[config.mk]
export PLATFORM = sky130hd
export DESIGN_NAME = serializador_tx_flat
export DESIGN_NICKNAME = d
export VERILOG_FILES = /design/src/rtl/serializador_tx_if.sv /design/src/rtl/serializador_tx.sv /design/src/flat_wrapper.sv
export SDC_FILE = /design/constraint.sdc
export NUM_CORES = 1
export LEC_CHECK = 0
export ABC_AREA = 1
export CAP_MARGIN = 20
export CORE_MARGIN = 5
export CORE_UTILIZATION = 30
export CTS_CLUSTER_DIAMETER = 100
export DETAILED_ROUTE_END_ITERATION = 10
export PLACE_DENSITY = 0.63
export SLEW_MARGIN = 40
export SYNTH_ARGS = -nofsm -noshare
export SYNTH_HDL_FRONTEND = slang
export SYNTH_SLANG_ARGS = --single-unit
[constraint.sdc]
create_clock -name clk_32f -period 1.3 [get_ports clk_32f]
set_input_delay 0.325 -clock clk_32f [delete_from_list [all_inputs] [get_ports clk_32f]]
set_output_delay 0.325 -clock clk_32f [all_outputs]
set_load 0.005 [all_outputs]
[src/rtl/serializador_tx_if.sv]
// Parallel-lane side of the 32f serial transmitter: lane bytes, valids, acks
// and the serial stream.
interface serializador_tx_if #(
    parameter int NUM_LANES = 4
);
    logic [NUM_LANES-1:0][7:0] in_lane;
    logic [NUM_LANES-1:0]      valid_in;
    logic [NUM_LANES-1:0]      ack;
    logic                      salida_tx;
    logic                      sync_done;

    modport master (output in_lane, valid_in, input ack, salida_tx, sync_done);
    modport slave  (input in_lane, valid_in, output ack, salida_tx, sync_done);
endinterface

[src/rtl/serializador_tx.sv]
// 32f serial transmitter: comma preamble after reset, then round-robin byte
// slots over four lanes, MSB first, one bit per clk_32f.
module serializador_tx #(
    parameter int         SYNC_WORDS = 4,
    parameter logic [7:0] IDLE_WORD  = 8'hBC
) (
    input  logic               clk_32f,
    input  logic               reset_L,
    serializador_tx_if.slave   bus
);
    localparam int SYNC_W = (SYNC_WORDS < 2) ? 1 : $clog2(SYNC_WORDS + 1);

    typedef enum logic {SYNC, DATA} state_t;

    state_t            state;
    logic [2:0]        bit_cnt;
    logic [1:0]        lane_cnt;
    logic [SYNC_W-1:0] sync_cnt;
    logic [7:0]        shift;
    logic [7:0]        byte_sel;
    logic [3:0]        ack_q;
    logic              salida_q;
    logic              sync_done_q;

    // Byte offered at the next load edge; only sampled when bit_cnt == 0.
    always_comb begin
        byte_sel = IDLE_WORD;
        if (state == DATA && bus.valid_in[lane_cnt])
            byte_sel = bus.in_lane[lane_cnt];
    end

    always_ff @(posedge clk_32f or negedge reset_L) begin
        if (!reset_L) begin
            state       <= SYNC;
            bit_cnt     <= 3'd0;
            lane_cnt    <= 2'd0;
            sync_cnt    <= '0;
            shift       <= 8'd0;
            ack_q       <= 4'd0;
            salida_q    <= 1'b0;
            sync_done_q <= 1'b0;
        end else begin
            bit_cnt <= bit_cnt + 3'd1;
            ack_q   <= 4'd0;
            if (bit_cnt == 3'd0) begin
                salida_q <= byte_sel[7];
                shift    <= {byte_sel[6:0], 1'b0};
                case (state)
                    SYNC: begin
                        sync_cnt <= sync_cnt + SYNC_W'(1);
                        // The comma issued here is the last one of the preamble.
                        if (sync_cnt == SYNC_W'(SYNC_WORDS - 1)) begin
                            state       <= DATA;
                            sync_done_q <= 1'b1;
                        end
                    end
                    DATA: begin
                        if (bus.valid_in[lane_cnt])
                            ack_q[lane_cnt] <= 1'b1;
                        lane_cnt <= lane_cnt + 2'd1;
                    end
                    default: state <= SYNC;
                endcase
            end else begin
                salida_q <= shift[7];
                shift    <= {shift[6:0], 1'b0};
            end
        end
    end

    assign bus.ack       = ack_q;
    assign bus.salida_tx = salida_q;
    assign bus.sync_done = sync_done_q;
endmodule

[src/flat_wrapper.sv]
// flat-port wrapper written by rule: the top's interface ports become plain ports
module serializador_tx_flat 
#(
    parameter int         SYNC_WORDS = 4,
    parameter logic [7:0] IDLE_WORD  = 8'hBC
)
  (clk_32f, reset_L, bus_in_lane, bus_valid_in, bus_ack, bus_salida_tx, bus_sync_done);
  serializador_tx_if bus_i ();
  input  logic clk_32f;
  input  logic reset_L;
  input wire logic [$bits(bus_i.in_lane)-1:0] bus_in_lane;
  input wire logic [$bits(bus_i.valid_in)-1:0] bus_valid_in;
  output wire logic [$bits(bus_i.ack)-1:0] bus_ack;
  output wire logic [$bits(bus_i.salida_tx)-1:0] bus_salida_tx;
  output wire logic [$bits(bus_i.sync_done)-1:0] bus_sync_done;
  assign bus_i.in_lane = bus_in_lane;
  assign bus_i.valid_in = bus_valid_in;
  assign bus_ack = bus_i.ack;
  assign bus_salida_tx = bus_i.salida_tx;
  assign bus_sync_done = bus_i.sync_done;
  serializador_tx #(.SYNC_WORDS(SYNC_WORDS), .IDLE_WORD(IDLE_WORD)) u_core (.clk_32f(clk_32f), .reset_L(reset_L), .bus(bus_i));
endmodule
# After elaboration in Yosys (flattened, before gate mapping)
# Cells that the tools add are included.
# op_classes
addsub,3
multipliers,0
div_mod_pow,0
order_cmp,2
n_eq_ne,1
shifts,0
mux,14
bitwise_logic,1
reduce_logical,6
# ops
operator,count
8-bit two-way mux,3
8-bit binary-select mux with 2-bit select,1
4-bit two-way mux,3
3-bit by 1-bit adder with 3-bit output (second input constant),2
1-bit two-way mux,5
2-bit AND reduction,2
3-bit by 2-bit equality test with 1-bit output (second input constant),1
3-bit logical NOT,1
2-bit by 3-bit < comparator with 1-bit output (second input constant),1
3-bit AND reduction,1
2-bit by 1-bit adder with 2-bit output (second input constant),1
1-bit binary-select mux with 2-bit select,1
1-bit demux with 2-bit select,1
2-bit by 1-bit >= comparator with 1-bit output (second input constant),1
1-bit logical AND,2
1-bit inverter,1
# totals
regBits,23
latchBits,0
mem_bits_rw,0
mem_bits_ro,0
inputBits,38
output_inout_bits,6
wordCells,35
mem_count,0

# Depth between registers and ports, before layout
# Gate-level depths: netlist (run 1).
# logic_depth
ltp_word,7
ltp_mapped,8
depth_no_buf,8

# Worst setup path before layout (run 1)
# No wires, ideal clock.
# synth_path
path_type,flip-flop to flip-flop
from,reg u_core.lane_cnt[1]
to,reg u_core.lane_cnt[1]
arrival_ns,1.144
t_required_ns,1.169
setup_slack_ns,0.025
path_stages_with_launch,7
path_buffers,2
period_less_slack_ns,1.275
path_cell_list,dfrtp_1 buf_4 inv_1 buf_2 ha_1 nand2_1 o21ai_0
# synth_between
elab_chain_len,1
# synth_lines
item,line,source
from (decl),serializador_tx.sv:17,logic [1:0] lane_cnt;
from (signal assigned),serializador_tx.sv:60,lane_cnt <= lane_cnt + 2'd1;
2-bit by 1-bit adder with 2-bit output,serializador_tx.sv:60,
# Every way passes these cells.
# A chain may end at the register's enable or synchronous reset.

# Final worst setup path (run 1)
# layout_path
from,reg u_core.lane_cnt[0]
to,reg u_core.shift[4]
# layout_between
elab_chain_len,5
word_cells_on_any_way,7
# layout_lines
item,line,source
1-bit binary-select mux with 2-bit select,serializador_tx.sv:28,if (state == DATA && bus.valid_in[lane_cnt])
1-bit two-way mux (implied by the code),serializador_tx.sv:28,
1-bit logical AND,serializador_tx.sv:28,
8-bit two-way mux (*),serializador_tx.sv:28,
8-bit two-way mux (*),serializador_tx.sv:45,if (bit_cnt == 3'd0) begin
to (signal assigned),serializador_tx.sv:47,"shift <= {byte_sel[6:0], 1'b0};"
to (signal assigned),serializador_tx.sv:66,"shift <= {shift[6:0], 1'b0};"
to (decl),serializador_tx.sv:19,logic [7:0] shift;
# Every way passes the cells marked *; elsewhere a longest branch is shown, timed or not. The select of a mux whose other input is x is not followed.

==> impl_metrics.env, run 1 <==
export IMPL_antenna_left=0
export IMPL_yosysWarnings=0
export IMPL_comb_power_share=0.136
export IMPL_fp_row_count=23
export IMPL_leakagePower_nw=1.02
export IMPL_grt_pass1_wl_um=4860
export IMPL_die_w_um=75.3
export IMPL_synth_xor_area_frac=0.0205
export IMPL_synthCells=169
export IMPL_cts_tree="yes"
export IMPL_timing_final_crit_period_ns=1.29
export IMPL_power_frac_clock=0.344
export IMPL_p_seq_frac=0.521
export IMPL_holdCritPathClass="in -> async"
export IMPL_fin_area_um2=2040
export IMPL_drive_above_1_share=0.197
export IMPL_grt_ovfl_total=0
export IMPL_cp_startpoint="u_core.lane_cnt[0]"
export IMPL_grt_max_degree=23
export IMPL_maxCapViolCount=0
export IMPL_synthSimpleGateAreaFrac=0.312
export IMPL_power_density_nw_per_um2=662
export IMPL_vias_per_cell=4.31
export IMPL_core_um2=4060
export IMPL_utilization=0.502
export IMPL_run_status="completed"
export IMPL_synth_seq_area_share=0.431
export IMPL_min_period_over_period=0.992
export IMPL_syn_to_final_growth_pct=59.2
export IMPL_start_util=0.315
export IMPL_worst_setup_path_type="reg -> reg"
export IMPL_top_level_ports=44
export IMPL_r2r_setup_slack_ns=0.01
export IMPL_clock_sinks=22
export IMPL_first_global_vias=1120
export IMPL_r2r_cells=6
export IMPL_report_final_slew_viol_count=0
export IMPL_synthTopCellsByArea="dfrtp_1 43%, nand2_1 11%, nor2_1 9.1%"
export IMPL_grt_use_total=0.112
export IMPL_rsz0062_at_grt="yes"
export IMPL_fp_dieH_um=75.3
export IMPL_synthArstFlopShare=1.00
export IMPL_r2r_start="u_core.lane_cnt[0]"
export IMPL_clk_latency_ns=0.25
export IMPL_yosys_area_top_type_share=0.431
export IMPL_wl_per_cell_um=10.6
export IMPL_setup_viol=0
export IMPL_synth_area_um2=1280
export IMPL_drt_iter0_markers=34
export IMPL_yosys_register_bits=22
export IMPL_cp_max_fo=6
export IMPL_dp_hpwl_um=2290
export IMPL_port_buffers=43
export IMPL_critPathLaunchType="flop"
export IMPL_endpoint_kind="flop"
export IMPL_finClkSkew_ns=0.00283
export IMPL_hold_violations=0
export IMPL_ys_flop_type="dfrtp_1"
export IMPL_synthAdderAreaFrac=0.0783
export IMPL_antenna_found_initial=0
export IMPL_synth_top_area_cell="dfrtp_1"
export IMPL_cp_data_required_time_ns=1.44
export IMPL_htree_levels=1
export IMPL_die_area_um2=5670
export IMPL_final_nets=275
export IMPL_setup_worst_path_end="u_core.shift[4]"
export IMPL_clk_pin_slew_worst_paths_ns=0.07
export IMPL_numCtsBuffers=3
export IMPL_synth_fp_nets=215
export IMPL_timing_fmax_ghz=0.776
export IMPL_routed_wl_um=2960
export IMPL_ctsHoldBuffers=0
export IMPL_root_buffer="clkbuf_8"
export IMPL_ir_worst_vdd_mv=0.302
export IMPL_synth_top_family_by_area="simple AND/OR/NAND/NOR gates"
export IMPL_internal_power_w=0.00109
export IMPL_route_detailed_drc=0
export IMPL_netSwitchingPower_w=0.000256
export IMPL_drt_first_pass_iters=4
export IMPL_power_share_switching=0.190
export IMPL_syn_area_per_cell_um2=7.57
export IMPL_post_dp_cell_area_um2=1840
export IMPL_arrival_ns=1.43
export IMPL_worst_slew_pin_slew_ns=0.195
export IMPL_p_total_w=0.00135
export IMPL_relSlewSlack=0.870
export IMPL_diodes=0
export IMPL_synth_edff_count=0
export IMPL_gp_congestion=0.745
export IMPL_clock_tree_buffer_depth=2
export IMPL_muxShareOfSynthArea=0
export IMPL_synth_compound_area_share=0.0450
export IMPL_r2r_end="u_core.shift[4]"
export IMPL_synth_distinct_cells=20
export IMPL_vias=1198
state kept, by name, summed over array words and instances (netlist names):
name and cells:
u_core.state 1, u_core.bus.ack 4, u_core.shift 7, u_core.lane_cnt 2, u_core.bus.salida_tx 1, u_core.bit_cnt 3
u_core.bus.sync_done 1, u_core.sync_cnt 3
repair_timing:
action                     CTS  global route
buffers inserted             2             2
gates resized for setup     12            17
setup endpoints to repair   20            16
cloned                       1             1
pin swaps                    4             5
metal layers:
| metal | track usage | vias up | routed length [µm] |
|---|---|---|---|
| met4 | 0.0233 | 0 | 26 |
| met1 | 0.141 | 543 | 1260 |
| met2 | 0.191 | 28 | 1470 |
| li1 | - | 625 | - |
| met5 | 0 | - | 0 |
| met3 | 0.0307 | 2 | 199 |
logic make-up (layout without fill, tap and decap cells):
group           count (synthesis)  count (layout)
fa+ha+maj                       8               8
compound gates                 11              11
simple gates                   91              92
buf+inv                        34              92
xor+xnor                        3               3
flops                          22              22
how the worst min path moves through the flow:
stage,end,slack (ns),depth (start not counted),start
6_report,u_core.bit_cnt[1],0.41,2,reset_L
5_1_grt,u_core.bit_cnt[1],0.41,2,reset_L
4_1_cts,u_core.bit_cnt[1],0.41,2,reset_L
3_5_place_dp,u_core.shift[2],0.44,2,u_core.shift[1]
3_3_place_gp,u_core.shift[2],0.43,2,u_core.shift[1]
2_1_floorplan,u_core.bit_cnt[0],0.03,0,reset_L
cells in the final DEF, fill, tap and decap left out, types with 3 or more instances in the layout:
cell,Yosys,layout
clkdlybuf4s50_1,0,37
nand2_1,39,36
nor2_1,31,27
inv_1,28,25
dfrtp_1,22,21
buf_4,2,12
nand3_1,11,9
o21ai_0,9,9
ha_1,8,7
dlygate4sd2_1,0,6
nor2_2,2,4
clkbuf_8,0,4
inv_2,1,3
nand3_4,1,3
nand3_2,2,3
or2_2,4,3
critical path, cell delays in order (launching register included):
cell and delay [ns]:
dfrtp_2 0.47, buf_12 0.15, or2_2 0.28, nand3_1 0.07, nand2_1 0.06, nor2_1 0.10
nor2_1 0.05
power groups by stage:
stage                     logic [W]  clock network (W)  registers (W)
after floorplan           0.0000382                  0       0.000715
after CTS                  0.000180           0.000477       0.000702
after detailed placement   0.000180                  0       0.000715
after global routing       0.000204           0.000512       0.000703
after global placement     0.000179                  0       0.000715
final                      0.000183           0.000463       0.000702
cell usage after synthesis, types with 2 or more instances:
master / n
nand3_1: 11
xor2_1: 2
ha_1: 8
buf_2: 2
buf_4: 2
nor2_2: 2
dfrtp_1: 22
nand2_1: 39
nand3_2: 2
nor2_1: 31
o21ai_0: 9
or2_2: 4
inv_1: 28
per-stage QoR:
step | setup WS [ns] | hold WS [ns] | TNS (ns) | instances
final | 0.0108 | 0.409 | 0 | 278
after detailed placement | -0.0944 | 0.437 | -0.516 | 268
after CTS | 0.000765 | 0.412 | 0 | 275
after floorplan | 0.0251 | 0.0294 | 0 | 169
after global placement | -0.0764 | 0.433 | -0.384 | 268
after global routing | -0.0325 | 0.415 | -0.121 | 278
final cells by class:
cell class / count / area (µm²)
fill: 399 / 2020
multi-input combinational: 114 / 666
timing repair buffer: 59 / 589
sequential: 22 / 552
inverter: 29 / 111
tap: 50 / 62.6
clock buffer: 4 / 55.1
No activity file was read; power rests on OpenSTA's default activity.
==> run 2, diff against run 1 <==
--- a/config.mk
+++ b/config.mk
@@ -11,8 +11,8 @@
 export CORE_UTILIZATION = 30
 export CTS_CLUSTER_DIAMETER = 100
 export DETAILED_ROUTE_END_ITERATION = 10
+export GPL_TIMING_DRIVEN = 0
 export PLACE_DENSITY = 0.63
-export SLEW_MARGIN = 40
 export SYNTH_ARGS = -nofsm -noshare
 export SYNTH_HDL_FRONTEND = slang
 export SYNTH_SLANG_ARGS = --single-unit
==> impl_metrics.env, run 2 (synthesis results as in run 1) <==
export IMPL_run_status="completed"
export IMPL_die_area_um2=5670
export IMPL_numCtsBuffers=3
export IMPL_rsz0062_at_grt="yes"
export IMPL_port_buffers=43
export IMPL_drt_iter0_markers=35
export IMPL_syn_to_final_growth_pct=53.3
export IMPL_p_seq_frac=0.547
export IMPL_largest_reg_flops=7
export IMPL_htree_levels=1
export IMPL_worst_setup_path_type="reg -> reg"
export IMPL_arrival_ns=1.42
export IMPL_relSlewSlack=0.655
export IMPL_core_um2=4060
export IMPL_crit_chain="buf_6, or2_2, nand3_1, nand2_1, nor2_1, nor2_1"
export IMPL_vias_per_cell=4.24
export IMPL_layout_commonest_cell="nand2_1"
export IMPL_fp_dieH_um=75.3
export IMPL_critPathLaunchType="flop"
export IMPL_holdCritPathClass="in -> async"
export IMPL_critPathMostFrequentCell="nor2_1"
export IMPL_r2r_setup_slack_ns=0.03
export IMPL_antenna_found_initial=0
export IMPL_fin_cells=274
export IMPL_seqCellArea_um2=552
export IMPL_power_share_switching=0.200
export IMPL_gp_congestion=0.735
export IMPL_power_density_nw_per_um2=653
export IMPL_timing_final_crit_period_ns=1.27
export IMPL_max_flop_register="u_core.shift"
export IMPL_multiInputGateArea_um2=651
export IMPL_finClkSkew_ns=0.00515
export IMPL_crit_slowest_cell="dfrtp_2"
export IMPL_cpLargestDelayFamily="simple AND/OR/NAND/NOR gates"
export IMPL_fin_area_um2=1960
export IMPL_report_final_slew_viol_count=0
export IMPL_grt_use_total=0.117
export IMPL_cts_tree="yes"
export IMPL_drt_first_pass_iters=4
export IMPL_hold_violations=0
export IMPL_timing_fmax_ghz=0.789
export IMPL_clk_latency_ns=0.25
export IMPL_drive_above_1_share=0.174
export IMPL_crit_buf_inv=1
export IMPL_ctsHoldBuffers=0
export IMPL_cp_data_required_time_ns=1.45
export IMPL_leakagePower_nw=0.978
export IMPL_netSwitchingPower_w=0.000257
export IMPL_die_w_um=75.3
export IMPL_cp_max_fo=6
export IMPL_fp_row_count=23
export IMPL_clock_tree_buffer_depth=2
export IMPL_final_nets=272
export IMPL_antenna_left=0
export IMPL_max_stage_delay_ns=0.47
export IMPL_top_level_ports=44
export IMPL_dp_hpwl_um=2190
export IMPL_holdWs_ns=0.143
export IMPL_grt_max_degree=23
export IMPL_diodes=0
export IMPL_route_detailed_drc=0
export IMPL_vias=1162
export IMPL_clk_pin_slew_worst_paths_ns=0.08
export IMPL_setup_viol=0
export IMPL_internal_power_w=0.00102
export IMPL_grt_pass1_wl_um=5060
export IMPL_ir_worst_vdd_mv=0.329
export IMPL_final_cell_mix="37 x nand2_1, 36 x clkdlybuf4s50_1, 27 x nor2_1"
export IMPL_start_util=0.315
export IMPL_maxCapViolCount=0
export IMPL_first_global_vias=1132
export IMPL_worst_slew_pin_slew_ns=0.518
export IMPL_min_period_over_period=0.975
export IMPL_wl_per_cell_um=11.1
export IMPL_endpoint_kind="flop"
export IMPL_fin_setup_tns_ns=0
export IMPL_routed_wl_um=3040
export IMPL_power_frac_clock=0.315
export IMPL_grt_ovfl_total=0
export IMPL_root_buffer="clkbuf_8"
export IMPL_fill_cells=404
export IMPL_clock_sinks=22
export IMPL_post_dp_cell_area_um2=1770
export IMPL_comb_power_share=0.138
export IMPL_dp_cells=262
## run 2: changes by cell type in the layout (fill, tap and decap cells not counted), sizes merged
| cell | before | now |
|---|---|---|
| clkdlybuf4s50 | 37 | 36 |
| dlygate4sd2 | 6 | 7 |
| clkbuf | 5 | 3 |
| buf | 15 | 13 |
## run 2: timing repair
action / 4_1_cts / 5_1_grt
setup buffers: 2 / 4
resized for setup: 17 / 18
endpoints found under the setup margin: 24 / 18
cloned: 2 / 0
pin swaps: 3 / 9
## run 2: stage by stage
step	power, W	worst slack (ns)	utilization
floorplan	0.000753	0.0251	-
global placement	0.000887	-0.267	0.437
detailed placement	0.000887	-0.278	0.437
CTS	0.00128	-0.00700	0.458
global route	0.00135	-0.0576	0.483
finish	0.00128	0.0329	0.483
## run 2: worst paths after layout
path | cells after the start | from | end
worst max-delay path | 6 | u_core.lane_cnt[0] | u_core.shift[4]
worst min-delay path | 1 | reset_L | u_core.shift[2]
worst max register to register | 6 | u_core.lane_cnt[0] | u_core.shift[4]
worst min register to register | 2 | u_core.shift[1] | u_core.shift[2]
max in group asynchronous | 2 | reset_L | u_core.lane_cnt[0]
min in group clk_32f | 2 | u_core.shift[1] | u_core.shift[2]
## run 2: power by group through the flow
stage	registers, W	clock network [W]	logic, W
final	0.000701	0.000403	0.000176
after global placement	0.000714	0	0.000172
after detailed placement	0.000714	0	0.000173
after floorplan	0.000715	0	0.0000382
after global routing	0.000702	0.000452	0.000196
after CTS	0.000701	0.000411	0.000171
## run 2: layer usage
metal / vias to the layer above / track usage / routed length (µm)
met2: 30 / 0.190 / 1500
met3: 2 / 0.0347 / 195
met5: - / 0 / 0
met1: 511 / 0.152 / 1320
li1: 619 / - / -
met4: 0 / 0.0291 / 26
## run 2: area by class of cell
type	count	share of cell area
plain buffers	5	0.0268
clock buffers	3	0.0211
inverters	29	0.0568
multi-input cells	114	0.332
flip-flops and latches	22	0.281
well taps	50	0.0319
repair buffers	51	0.250
==> run 3, diff against run 2 <==
--- a/config.mk
+++ b/config.mk
@@ -6,7 +6,7 @@
 export NUM_CORES = 1
 export LEC_CHECK = 0
 export ABC_AREA = 1
-export CAP_MARGIN = 20
+export CAP_MARGIN = 10
 export CORE_MARGIN = 5
 export CORE_UTILIZATION = 30
 export CTS_CLUSTER_DIAMETER = 100
==> impl_metrics.env, run 3 (synthesis results as in run 1) <==
export IMPL_leakagePower_nw=0.971
export IMPL_timing_final_crit_period_ns=1.27
export IMPL_max_flop_register="u_core.shift"
export IMPL_rsz0062_at_grt="yes"
export IMPL_grt_pass1_wl_um=5060
export IMPL_vias_per_cell=4.22
export IMPL_grt_ovfl_total=0
export IMPL_fill_cells=403
export IMPL_crit_chain="inv_2, ha_4, nand2_4, nor2_4, nand3_4, nor2_1, nor2_1"
export IMPL_layout_commonest_cell="nand2_1"
export IMPL_finClkSkew_ns=0.00430
export IMPL_holdCritPathClass="in -> async"
export IMPL_gp_congestion=0.735
export IMPL_critPathMostFrequentCell="nor2_1"
export IMPL_report_final_slew_viol_count=0
export IMPL_min_period_over_period=0.976
export IMPL_final_nets=271
export IMPL_r2r_start="u_core.bit_cnt[1]"
export IMPL_start_util=0.315
export IMPL_drt_iter0_markers=45
export IMPL_power_density_nw_per_um2=655
export IMPL_root_buffer="clkbuf_8"
export IMPL_grt_use_met3=0.0347
export IMPL_cts_tree="yes"
export IMPL_fp_row_count=23
export IMPL_multiInputGateArea_um2=651
export IMPL_final_cell_mix="37 x nand2_1, 36 x clkdlybuf4s50_1, 27 x nor2_1"
export IMPL_first_global_vias=1132
export IMPL_timing_fmax_ghz=0.788
export IMPL_ir_worst_vdd_mv=0.326
export IMPL_htree_levels=1
export IMPL_crit_slowest_cell="dfrtp_1"
export IMPL_clk_pin_slew_worst_paths_ns=0.07
export IMPL_finalWorstSetupSlack_ns=0.0315
export IMPL_critPathLaunchType="flop"
export IMPL_antenna_left=0
export IMPL_worst_setup_path_type="reg -> reg"
export IMPL_p_total_w=0.00127
export IMPL_hold_violations=0
export IMPL_met2_usage=0.190
export IMPL_crit_buf_inv=1
export IMPL_largest_reg_flops=7
export IMPL_core_um2=4060
export IMPL_run_status="completed"
export IMPL_die_area_um2=5670
export IMPL_cp_max_fo=5
export IMPL_dp_hpwl_um=2190
export IMPL_clk_latency_ns=0.25
export IMPL_ctsHoldBuffers=0
export IMPL_wl_per_cell_um=11.0
export IMPL_grt_use_total=0.117
export IMPL_drive_above_1_share=0.170
export IMPL_routed_wl_um=3020
export IMPL_max_stage_delay_ns=0.40
export IMPL_port_buffers=43
export IMPL_clock_tree_buffer_depth=2
export IMPL_grtUsageMet1=0.152
export IMPL_setup_viol=0
export IMPL_top_level_ports=44
export IMPL_antenna_found_initial=0
export IMPL_top_usage_layer="met2"
export IMPL_relSlewSlack=0.366
export IMPL_diodes=0
export IMPL_cpLargestDelayFamily="simple AND/OR/NAND/NOR gates"
export IMPL_clock_sinks=22
export IMPL_grt_max_degree=23
export IMPL_die_w_um=75.3
export IMPL_maxCapViolCount=0
export IMPL_cp_startpoint="u_core.bit_cnt[1]"
export IMPL_dp_slack_ns=-0.278
export IMPL_arrival_ns=1.42
export IMPL_vias=1151
export IMPL_endpoint_kind="flop"
export IMPL_numCtsBuffers=3
export IMPL_route_detailed_drc=0
export IMPL_worst_slew_pin_slew_ns=0.951
export IMPL_syn_to_final_growth_pct=52.2
export IMPL_fp_dieH_um=75.3
export IMPL_seqCellArea_um2=552
export IMPL_drt_first_pass_iters=4
export IMPL_cp_data_required_time_ns=1.45
## run 3: cell count changes in the layout (fill, tap and decap cells not counted), sizes merged
cell	before	now
buf	13	12
## run 3: final timing paths
kind	end	slack (ns)	cells after the start
worst max-delay path	u_core.shift[3]	0.03	7
worst min-delay path	u_core.shift[5]	0.33	1
worst max register to register	u_core.shift[3]	0.03	7
worst min register to register	u_core.shift[2]	0.46	2
max in group asynchronous	u_core.lane_cnt[0]	0.33	1
min in group clk_32f	u_core.shift[2]	0.46	2
## run 3: area by class of cell
class,count,area share
Timing Repair Buffer,50,0.244
Sequential cell,22,0.284
Inverter,29,0.0572
Tap cell,50,0.0322
Buffer,5,0.0270
Multi-Input combinational cell,114,0.334
Clock buffer,3,0.0212
## run 3: timing repair
action | CTS | global route
setup buffers | 2 | 4
pin swaps | 3 | 9
gates resized for setup | 17 | 18
endpoints found under the setup margin | 24 | 18
cloned | 2 | 0
## run 3: layer usage
layer,up-vias,routed length [µm],share of wire
li1,615,-,-
met1,504,1310,0.43
met2,30,1480,0.49
met3,2,201,0.067
met4,0,26,0.0086
met5,-,0,0
## run 3: report_power, final
part	internal (W)	leakage (nW)	switching, W	total [W]
registers	0.000698	0.253	0.00000365	0.000701
clock network	0.000206	0.0216	0.000196	0.000402
logic	0.000117	0.696	0.0000541	0.000171
total	0.00102	0.971	0.000254	0.00127
## run 3: per-stage QoR
stage | cells | instance area (µm²) | setup TNS, ns | utilization | hold WS (ns)
2_1_floorplan | 169 | 1280 | 0 | - | 0.0294
3_3_place_gp | 262 | 1770 | -7.70 | 0.437 | 0.438
3_5_place_dp | 262 | 1770 | -8.12 | 0.437 | 0.443
4_1_cts | 269 | 1860 | -0.0140 | 0.458 | 0.368
5_1_grt | 273 | 1950 | -0.275 | 0.479 | 0.423
6_report | 273 | 1950 | 0 | 0.479 | 0.332
